File: src/rtl/fetch_unit.sv
// Instruction-fetch stage: owns the PC, runs a single-outstanding req/gnt/rvalid
// handshake to instruction memory and presents instrf/pcf/pc4f to IF/ID.
module fetch_unit #(
    parameter logic [31:0] RESET_PC = 32'h0000_0000
) (
    input  logic        clk,
    input  logic        rst_n,
    input  logic        stall,
    input  logic        redirect,
    input  logic [31:0] redirect_pc,
    output logic        imem_req,
    output logic [31:0] imem_addr,
    input  logic        imem_gnt,
    input  logic        imem_rvalid,
    input  logic [31:0] imem_rdata,
    output logic        validf,
    output logic [31:0] instrf,
    output logic [31:0] pcf,
    output logic [31:0] pc4f,
    output logic        dbg_state
);

    // Handshake: a request transfers on a cycle with imem_req=1 and imem_gnt=1;
    // exactly one imem_rvalid pulse follows each transfer, at least a cycle later.
    typedef enum logic {
        S_REQ  = 1'b0,
        S_WAIT = 1'b1
    } state_t;

    state_t      state;
    logic [31:0] pc;
    logic [31:0] req_pc;
    logic        kill;
    logic        consume;
    logic        granted;

    assign consume   = validf && !stall;
    // Only issue when the output register is free, since memory cannot be back-pressured.
    assign imem_req  = rst_n && (state == S_REQ) && (!validf || !stall) && !redirect;
    assign imem_addr = pc;
    assign granted   = imem_req && imem_gnt;
    assign dbg_state = state;

    always_ff @(posedge clk or negedge rst_n) begin
        if (!rst_n) begin
            state  <= S_REQ;
            pc     <= RESET_PC;
            req_pc <= RESET_PC;
            kill   <= 1'b0;
            validf <= 1'b0;
            instrf <= 32'h0;
            pcf    <= 32'h0;
            pc4f   <= 32'h0;
        end else if (redirect) begin
            // Redirect beats stall and capture; any in-flight response is wrong-path.
            pc     <= {redirect_pc[31:2], 2'b00};
            validf <= 1'b0;
            if (state == S_WAIT) begin
                if (imem_rvalid) begin
                    kill  <= 1'b0;
                    state <= S_REQ;
                end else begin
                    kill <= 1'b1;
                end
            end
        end else begin
            case (state)
                S_REQ: begin
                    if (granted) begin
                        req_pc <= pc;
                        pc     <= pc + 32'd4;
                        kill   <= 1'b0;
                        state  <= S_WAIT;
                    end
                    if (consume) begin
                        validf <= 1'b0;
                    end
                end
                S_WAIT: begin
                    if (imem_rvalid) begin
                        state <= S_REQ;
                        kill  <= 1'b0;
                    end
                    if (imem_rvalid && !kill) begin
                        instrf <= imem_rdata;
                        pcf    <= req_pc;
                        pc4f   <= req_pc + 32'd4;
                        validf <= 1'b1;
                    end else if (consume) begin
                        validf <= 1'b0;
                    end
                end
                default: state <= S_REQ;
            endcase
        end
    end

endmodule

File: config.mk
export PLATFORM = sky130hd
export DESIGN_NAME = fetch_unit
export DESIGN_NICKNAME = d
export VERILOG_FILES = /design/src/rtl/fetch_unit.sv
export SDC_FILE = /design/constraint.sdc
export NUM_CORES = 1
export LEC_CHECK = 0
export CAP_MARGIN = 25
export CORE_MARGIN = 3
export CORE_UTILIZATION = 43
export DETAILED_ROUTE_END_ITERATION = 8
export GPL_TIMING_DRIVEN = 0
export MAX_ROUTING_LAYER = met4
export PLACE_DENSITY_LB_ADDON = 0.3
export SLEW_MARGIN = 30
export SYNTH_ARGS = -nofsm -noshare
export SYNTH_HDL_FRONTEND = slang
export SYNTH_SLANG_ARGS = --single-unit
File: constraint.sdc
create_clock -name clk -period 1.96 [get_ports clk]
set_clock_uncertainty 0.1 [all_clocks]
set_input_delay 0.294 -clock clk [delete_from_list [all_inputs] [get_ports clk]]
set_output_delay 0.294 -clock clk [all_outputs]
set_load 0.02 [all_outputs]
==> summary.txt, run 1 <==
Outcome
  • Status: complete, but fails checks
  • Violated checks: negative hold slack

Clock tree
  • CTS tree: done
  • Clk_lat worst skew: 0.42 ns
  • Clock slew at reported path FFs: 0.06 ns
  • H-tree Lvls: 4
  • TritonCTS Buffers: 17
  • Clk root buf: clkbuf_16
  • CTS Sinks: ~160
  • Bufs on Longest Clock Path: 2

Routing
  • Pre-antenna DRT Iters: 5
  • ANT nets after route: 0
  • Residual DRC: 0
  • Total Wirelength: 20,100 µm
  • Drt initial violations: 525
  • Vias per inst: 5.11
  • DR WL/cell: about 16 µm
  • Via count: 6,358

Cells and area
  • Fill cells: ~1,300
  • Layout cell share with drive strength beyond 1: 0.113
  • Ant. Diodes: 0
  • Post-route cell area: 10,100 µm²
  • Most frequent cells in the layout: 341 x nand2_1, 176 x clkdlybuf4s50_1, 136 x dfrtp_1, 47 x o21ai_0, 31 x nand3_1
  • Commonest non-fill, non-tap cell in the layout: nand2_1
  • Area Overhead vs Synth: 45.1%
  • Fin util: 0.651
  • Number of nets in the layout: about 1,100

STA
  • Max-slew violations: 0
  • Min cycle time layout: between 1.5 and 2 ns
  • Slew HR: 0.601
  • Post-route setup slack: approximately 0.033 ns
  • Final Hold Fails: 71
  • Actual slew at the worst max-slew pin: 0.598 ns
  • Final Cycle Share: 0.983
  • RSZ-0062 raised after global routing: yes
  • Count of final setup violators: 0
  • Final Hold Slack: -0.335 ns
  • Fmax: between 500 and 600 MHz

GRT
  • GRT Total Usage: 0.233
  • Initial antenna violation count: 0
  • First-pass GRT wire length: ~32,000 µm
  • Gr ovfl total: 0
  • Vias in the first global route: just over 6,000
  • Pin count of the biggest net entering global routing: between 70 and 80

Power and ir drop
  • Pwr Total: around 12 mW
  • Int Pwr: just under 8 mW
  • Total power divided by cell area: between 1000 and 1500 nW/µm²
  • Worst vdd ir: just under 0.7 mV
  • Clk pwr share: 0.276
  • Seq pwr share: 0.405
  • Combinational Power Share: 0.319
  • Sw power: around 4.0 mW
  • Pleak: roughly 4.8 nW
  • Switching power share of the total: 0.334

Die
  • Rows: 45
  • Die W: roughly 130 µm
  • Chip height: 133 µm
  • Starting density of the core: 0.449
  • Die area: around 18,000 µm²
  • Core ar.: about 15,000 µm²
  • IO Pins: 201

Placed design
  • HPWL Detailed: approximately 14,000 µm
  • Pre-CTS setup slack: -0.821 ns
  • GP Congestion: about 0.9
  • Port-buffer cells: about 190
  • Cell Area, Placed: around 9200 µm²

Worst hold path
  • Hold/Removal Path Class: in2async

Logic synthesis
  • Number of flops mapped to enable cells by yosys: 0
  • Yosys reg bits: 155
  • Avg Cell Area, Syn: a little under 9 µm²
  • Gate Count Post-Synth: 785
  • Asr flop ratio synth: 1.00
  • Mapped Area: slightly below 7000 µm²
  • YS warnings: 0
  • Top_reg_cell synth: dfrtp_1
  • Synth unique cells: 44
  • Share of the yosys chip area belonging to registers: 0.558

Critical path
  • Crit path max fanout: 4
  • Setup Crit Path Kind: reg2out
  • Startpoint Class: register
  • Worst path bufs/invs: 1
  • CP peak stage delay: ~0.66 ns
  • CP Capture Type: primary output
  • CP delay by family, top: buffers and inverters
  • CP max stage cell: clkdlybuf4s50_1
  • CP required: approximately 1.6 ns
  • Arrival @ worst endpoint: about 1.5 ns
  • CP Cell Sequence: clkdlybuf4s50_1

Flow run
  • Max-cap violations: 0
==> state kept, by name, summed over array words and instances (netlist names) <==
signal,flops
instrf,32
imem_addr,30
pc4f,30
pcf,30
req_pc,30
dbg_state,1
kill,1
validf,1
==> worst reg2reg max path, stage by stage (launching register included) <==
cell,delay (ns)
dfrtp_2,0.45
nand3_4,0.15
nor4_4,0.40
nand3_4,0.14
or4_4,0.49
nand3_1,0.09
==> worst paths after layout <==
path | startpoint | slack (ns) | cells past startpoint | endpoint
setup / recovery | imem_addr[31] | 0.03 | 1 | imem_addr[31]
hold / removal | rst_n | -0.33 | 1 | imem_addr[3]
setup reg to reg | imem_addr[14] | 0.07 | 5 | imem_addr[28]
hold reg to reg | instrf[6] | 0.37 | 2 | instrf[6]
max in group asynchronous | rst_n | 1.33 | 2 | imem_addr[9]
min in group clk | redirect | 0.23 | 4 | imem_addr[18]
==> metrics by stage <==
| step | setup TNS [ns] | hold slack (ns) | std cells |
|---|---|---|---|
| 2_1_floorplan | 0 | -0.102 | 790 |
| 3_3_place_gp | -1332.43 | 0.356 | 1192 |
| 3_5_place_dp | -54.10 | 0.191 | 1193 |
| 4_1_cts | 0 | -0.316 | 1236 |
| 5_1_grt | -0.112 | -0.308 | 1244 |
| 6_report | 0 | -0.335 | 1244 |
==> power groups by stage <==
stage / combinational (mW) / clock [mW] / sequential [mW]
floorplan: 0.899 / 0 / 5.58
global placement: 3.72 / 0 / 4.80
detailed placement: 3.79 / 0 / 4.83
CTS: 3.84 / 3.33 / 4.78
global route: 4.08 / 3.46 / 4.94
finish: 3.81 / 3.29 / 4.82
==> final cells by class <==
cell class	instances	area [µm²]	share of cell area
Buffer	45	230	0.0228
Timing Repair Buffer	214	2150	0.213
Clock buffer	23	468	0.0464
Inverter	7	26.3	0.00261
Clock inverter	8	118	0.0117
Sequential cell	155	3900	0.387
Multi-Input combinational cell	581	2920	0.290
Tap cell	211	264	0.0262
==> metal layers <==
layer	wire length (µm)	track usage
met5	0	-
met4	276	0.0669
met3	1220	0.0468
met2	9680	0.357
met1	8950	0.317
==> kinds of logic (layout without fill, tap and decap cells) <==
kind of cell,after synthesis,count (layout),synth area share
simple gates,450,450,0.283
flops,155,155,0.558
compound gates,91,91,0.0801
buf+inv,54,297,0.0335
xor+xnor,30,30,0.0378
fa+ha+maj,2,2,0.00360
mux,2,2,0.00288
other cells,1,6,0.000540
==> synth_stat cells, types with 6 or more instances <==
| cell type | n | area [µm²] |
|---|---|---|
| nand2_1 | 341 | 1280 |
| dfrtp_1 | 155 | 3880 |
| o21ai_0 | 48 | 240 |
| clkbuf_1 | 33 | 124 |
| nand3_1 | 33 | 165 |
| nor2_1 | 19 | 71.3 |
| xor2_1 | 18 | 158 |
| nand4_1 | 17 | 106 |
| o211ai_1 | 15 | 113 |
| and3_1 | 14 | 87.6 |
| xnor2_1 | 12 | 105 |
| o311ai_0 | 8 | 70.1 |
| inv_1 | 7 | 26.3 |
| a21oi_1 | 6 | 30.0 |
| buf_2 | 6 | 30.0 |
| buf_4 | 6 | 45.0 |
==> what timing repair did <==
item | in CTS | in global routing
hold endpoints to repair | 71 | 71
setup endpoints to repair | 78 | 147
gates cloned | 1 | 0
buffers inserted | 11 | 10
resized for setup | 20 | 53
pin swaps | 4 | 5
Note: power is estimated with default switching activity, not from simulation.
==> inputs of run 2 (changes only) <==
--- a/config.mk
+++ b/config.mk
@@ -12,6 +12,7 @@
 export GPL_TIMING_DRIVEN = 0
 export MAX_ROUTING_LAYER = met4
 export PLACE_DENSITY_LB_ADDON = 0.3
+export RECOVER_POWER = 50
 export SLEW_MARGIN = 30
 export SYNTH_ARGS = -nofsm -noshare
 export SYNTH_HDL_FRONTEND = slang
==> run 2 against run 1 <==
The flow still finishes with violations (negative hold slack); sequential power about the same; critical endpoint unchanged; via count increased by 0.14%; highest routed layer unchanged; critical path type unchanged; register-to-register slack about the same.
==> summary.txt, run 2 (synthesized netlist as in run 1, its figures left out) <==
Outcome
  • Status: complete, but fails checks (unchanged)
  • Violated checks: negative hold slack (unchanged)

Critical path
  • CP max stage cell: clkdlybuf4s50_1 (unchanged)
  • Worst path bufs/invs: 1 (unchanged)
  • Crit path max fanout: 4 (unchanged)
  • CP required: 1.57 ns (about the same)
  • CP peak stage delay: 0.66 ns (about the same)
  • FF-to-FF End: imem_addr[28] (unchanged)
  • Arrival @ worst endpoint: 1.55 ns (was 1.53 ns)
  • R2R Path Start: dbg_state (was imem_addr[14])
  • CP Cell Sequence: clkdlybuf4s50_1 (unchanged)
  • CP Capture Type: primary output (unchanged)
  • Setup Crit Path Kind: reg2out (unchanged)
  • R2R cell count: 5 (unchanged)
  • Startpoint Class: register (unchanged)
  • CP delay by family, top: buffers and inverters (unchanged)
  • CP startpoint: imem_addr[31] (unchanged)
  • Flop-to-flop setup slack: 0.07 ns (about the same)

Die
  • IO Pins: 201 (unchanged)
  • Die area: 17,700 µm² (unchanged)
  • Die W: 133 µm (unchanged)
  • Rows: 45 (unchanged)
  • Core ar.: 15,500 µm² (unchanged)
  • Chip height: 133 µm (unchanged)
  • Starting density of the core: 0.449 (unchanged)

Placed design
  • Port-buffer cells: 191 (unchanged)
  • HPWL Detailed: 14,200 µm (unchanged)
  • Inst Count DP: 1,193 (unchanged)
  • GP Congestion: 0.895 (unchanged)

Cells and area
  • Sequential cell area: 3900 µm² (unchanged)
  • Biggest register: instrf (unchanged)
  • Most frequent cells in the layout: 341 x nand2_1, 176 x clkdlybuf4s50_1, 136 x dfrtp_1, 47 x o21ai_0, 31 x nand3_1 (unchanged)
  • Fill cells: 1,288 (was 1,286)
  • Layout Cells excl Fill: 1,244 (unchanged)
  • Area Overhead vs Synth: 44.7% (was 45.1%)
  • Layout cell share with drive strength beyond 1: 0.113 (unchanged)
  • Commonest non-fill, non-tap cell in the layout: nand2_1 (unchanged)
  • Multi-input gate area in the final layout: 2920 µm² (unchanged)
  • Ant. Diodes: 0 (unchanged)
  • Largest register FFs: 32 (unchanged)
  • Number of nets in the layout: 1,093 (unchanged)

Routing
  • DR WL/cell: 16.2 µm (about the same)
  • Met2 WL: 9620 µm (was 9680 µm)
  • Drt initial violations: 530 (was 525)
  • Metal3 WL: 1290 µm (was 1220 µm)
  • Metal1 wirelength: 8920 µm (was 8950 µm)
  • Total Wirelength: 20,100 µm (about the same)
  • Pre-antenna DRT Iters: 6 (was 5)
  • Vias per inst: 5.12 (was 5.11)
  • Top Layer Used: met4 (unchanged)
  • Via count: 6,367 (was 6,358)
  • ANT nets after route: 0 (unchanged)
  • Residual DRC: 0 (unchanged)

Power and ir drop
  • Pleak: 4.73 nW (was 4.75 nW)
  • Combinational Power Share: 0.319 (about the same)
  • Sw power: 3.98 mW (about the same)
  • Seq pwr share: 0.405 (about the same)
  • Worst vdd ir: 0.688 mV (was 0.689 mV)
  • Total power divided by cell area: 1180 nW/µm² (about the same)
  • Pwr Total: 11.9 mW (about the same)
  • Int Pwr: 7.93 mW (was 7.94 mW)
  • Clk pwr share: 0.276 (about the same)
  • Switching power share of the total: 0.334 (about the same)

Clock tree
  • Clk_lat worst skew: 0.42 ns (about the same)
  • TritonCTS Buffers: 17 (unchanged)
  • Bufs on Longest Clock Path: 2 (unchanged)
  • CTS tree: done (unchanged)
  • Clk root buf: clkbuf_16 (unchanged)
  • H-tree Lvls: 4 (unchanged)
  • CTS Sinks: 155 (unchanged)
  • Clock slew at reported path FFs: 0.06 ns (about the same)

STA
  • Final Cycle Share: 0.993 (was 0.983)
  • Setup TNS: 0 ns (unchanged)
  • Min cycle time layout: 1.95 ns (was 1.93 ns)
  • Slew HR: 0.264 (was 0.601)
  • Fmax: 514 MHz (was 519 MHz)
  • RSZ-0062 raised after global routing: yes (unchanged)
  • Final Hold Fails: 71 (unchanged)
  • Actual slew at the worst max-slew pin: 1.10 ns (was 0.598 ns)
  • Final Hold Slack: -0.336 ns (was -0.335 ns)
  • Max-slew violations: 0 (unchanged)
  • Count of final setup violators: 0 (unchanged)

GRT
  • First-pass GRT wire length: 32,100 µm (unchanged)
  • Vias in the first global route: 6,119 (unchanged)
  • Gr ovfl total: 0 (unchanged)
  • Pin count of the biggest net entering global routing: 74 (unchanged)
  • Initial antenna violation count: 0 (unchanged)
  • GRT Total Usage: 0.233 (unchanged)

Flow run
  • Max-cap violations: 0 (unchanged)

Worst hold path
  • Hold/Removal Path Class: in2async (unchanged)
[run 2: area by class of cell]
| type | instances | share of cell area |
|---|---|---|
| repair buffers | 214 | 0.211 |
| clock inverters | 8 | 0.0117 |
| well taps | 211 | 0.0263 |
| clock buffers | 23 | 0.0465 |
| inverters | 7 | 0.00261 |
| flip-flops and latches | 155 | 0.388 |
| plain buffers | 45 | 0.0229 |
| multi-input cells | 581 | 0.291 |
[run 2: metrics by stage]
stage                     setup WS (ns)  area [µm²]   util
after floorplan                  0.0104        6970      -
after global placement            -6.84        9150  0.591
after detailed placement         -0.821        9180  0.593
after CTS                       0.00158        9900  0.639
after global routing            -0.0280       10100  0.649
final                            0.0141       10100  0.649
[run 2: power by group through the flow]
stage / combinational [mW] / clock [mW] / sequential, mW
after floorplan: 0.899 / 0 / 5.58
after global placement: 3.72 / 0 / 4.80
after detailed placement: 3.79 / 0 / 4.83
after CTS: 3.84 / 3.33 / 4.78
after global routing: 4.08 / 3.46 / 4.94
final: 3.80 / 3.29 / 4.82
[run 2: timing repair]
action / CTS / global route
buffers inserted: 11 / 10
pin swaps: 4 / 5
endpoints found under the hold margin: 71 / 71
setup endpoints to repair: 78 / 147
resized for setup: 20 / 53
gates cloned: 1 / 0
[run 2: worst max-delay path by stage]
stage / slack (ns) / to / cells after the start
3_5_place_dp: -0.82 / imem_addr[26] / 8
5_1_grt: -0.03 / pc4f[21] / 8
2_1_floorplan: 0.01 / imem_addr[27] / 5
6_report: 0.01 / imem_addr[31] / 1
3_3_place_gp: -6.84 / req_pc[18] / 6
4_1_cts: 0.002 / imem_addr[6] / 1
[run 2: routing by layer]
metal / up-vias / GRT usage
li1: 3076 / -
met1: 3038 / 0.317
met5: - / -
met3: 23 / 0.0468
met2: 230 / 0.357
met4: 0 / 0.0669
==> inputs of run 3 (changes only) <==
--- a/config.mk
+++ b/config.mk
@@ -5,7 +5,7 @@
 export SDC_FILE = /design/constraint.sdc
 export NUM_CORES = 1
 export LEC_CHECK = 0
-export CAP_MARGIN = 25
+export CAP_MARGIN = 20
 export CORE_MARGIN = 3
 export CORE_UTILIZATION = 43
 export DETAILED_ROUTE_END_ITERATION = 8
==> results of run 3 <==
The final DEF is identical to that of run 2; final timing and power are the same.
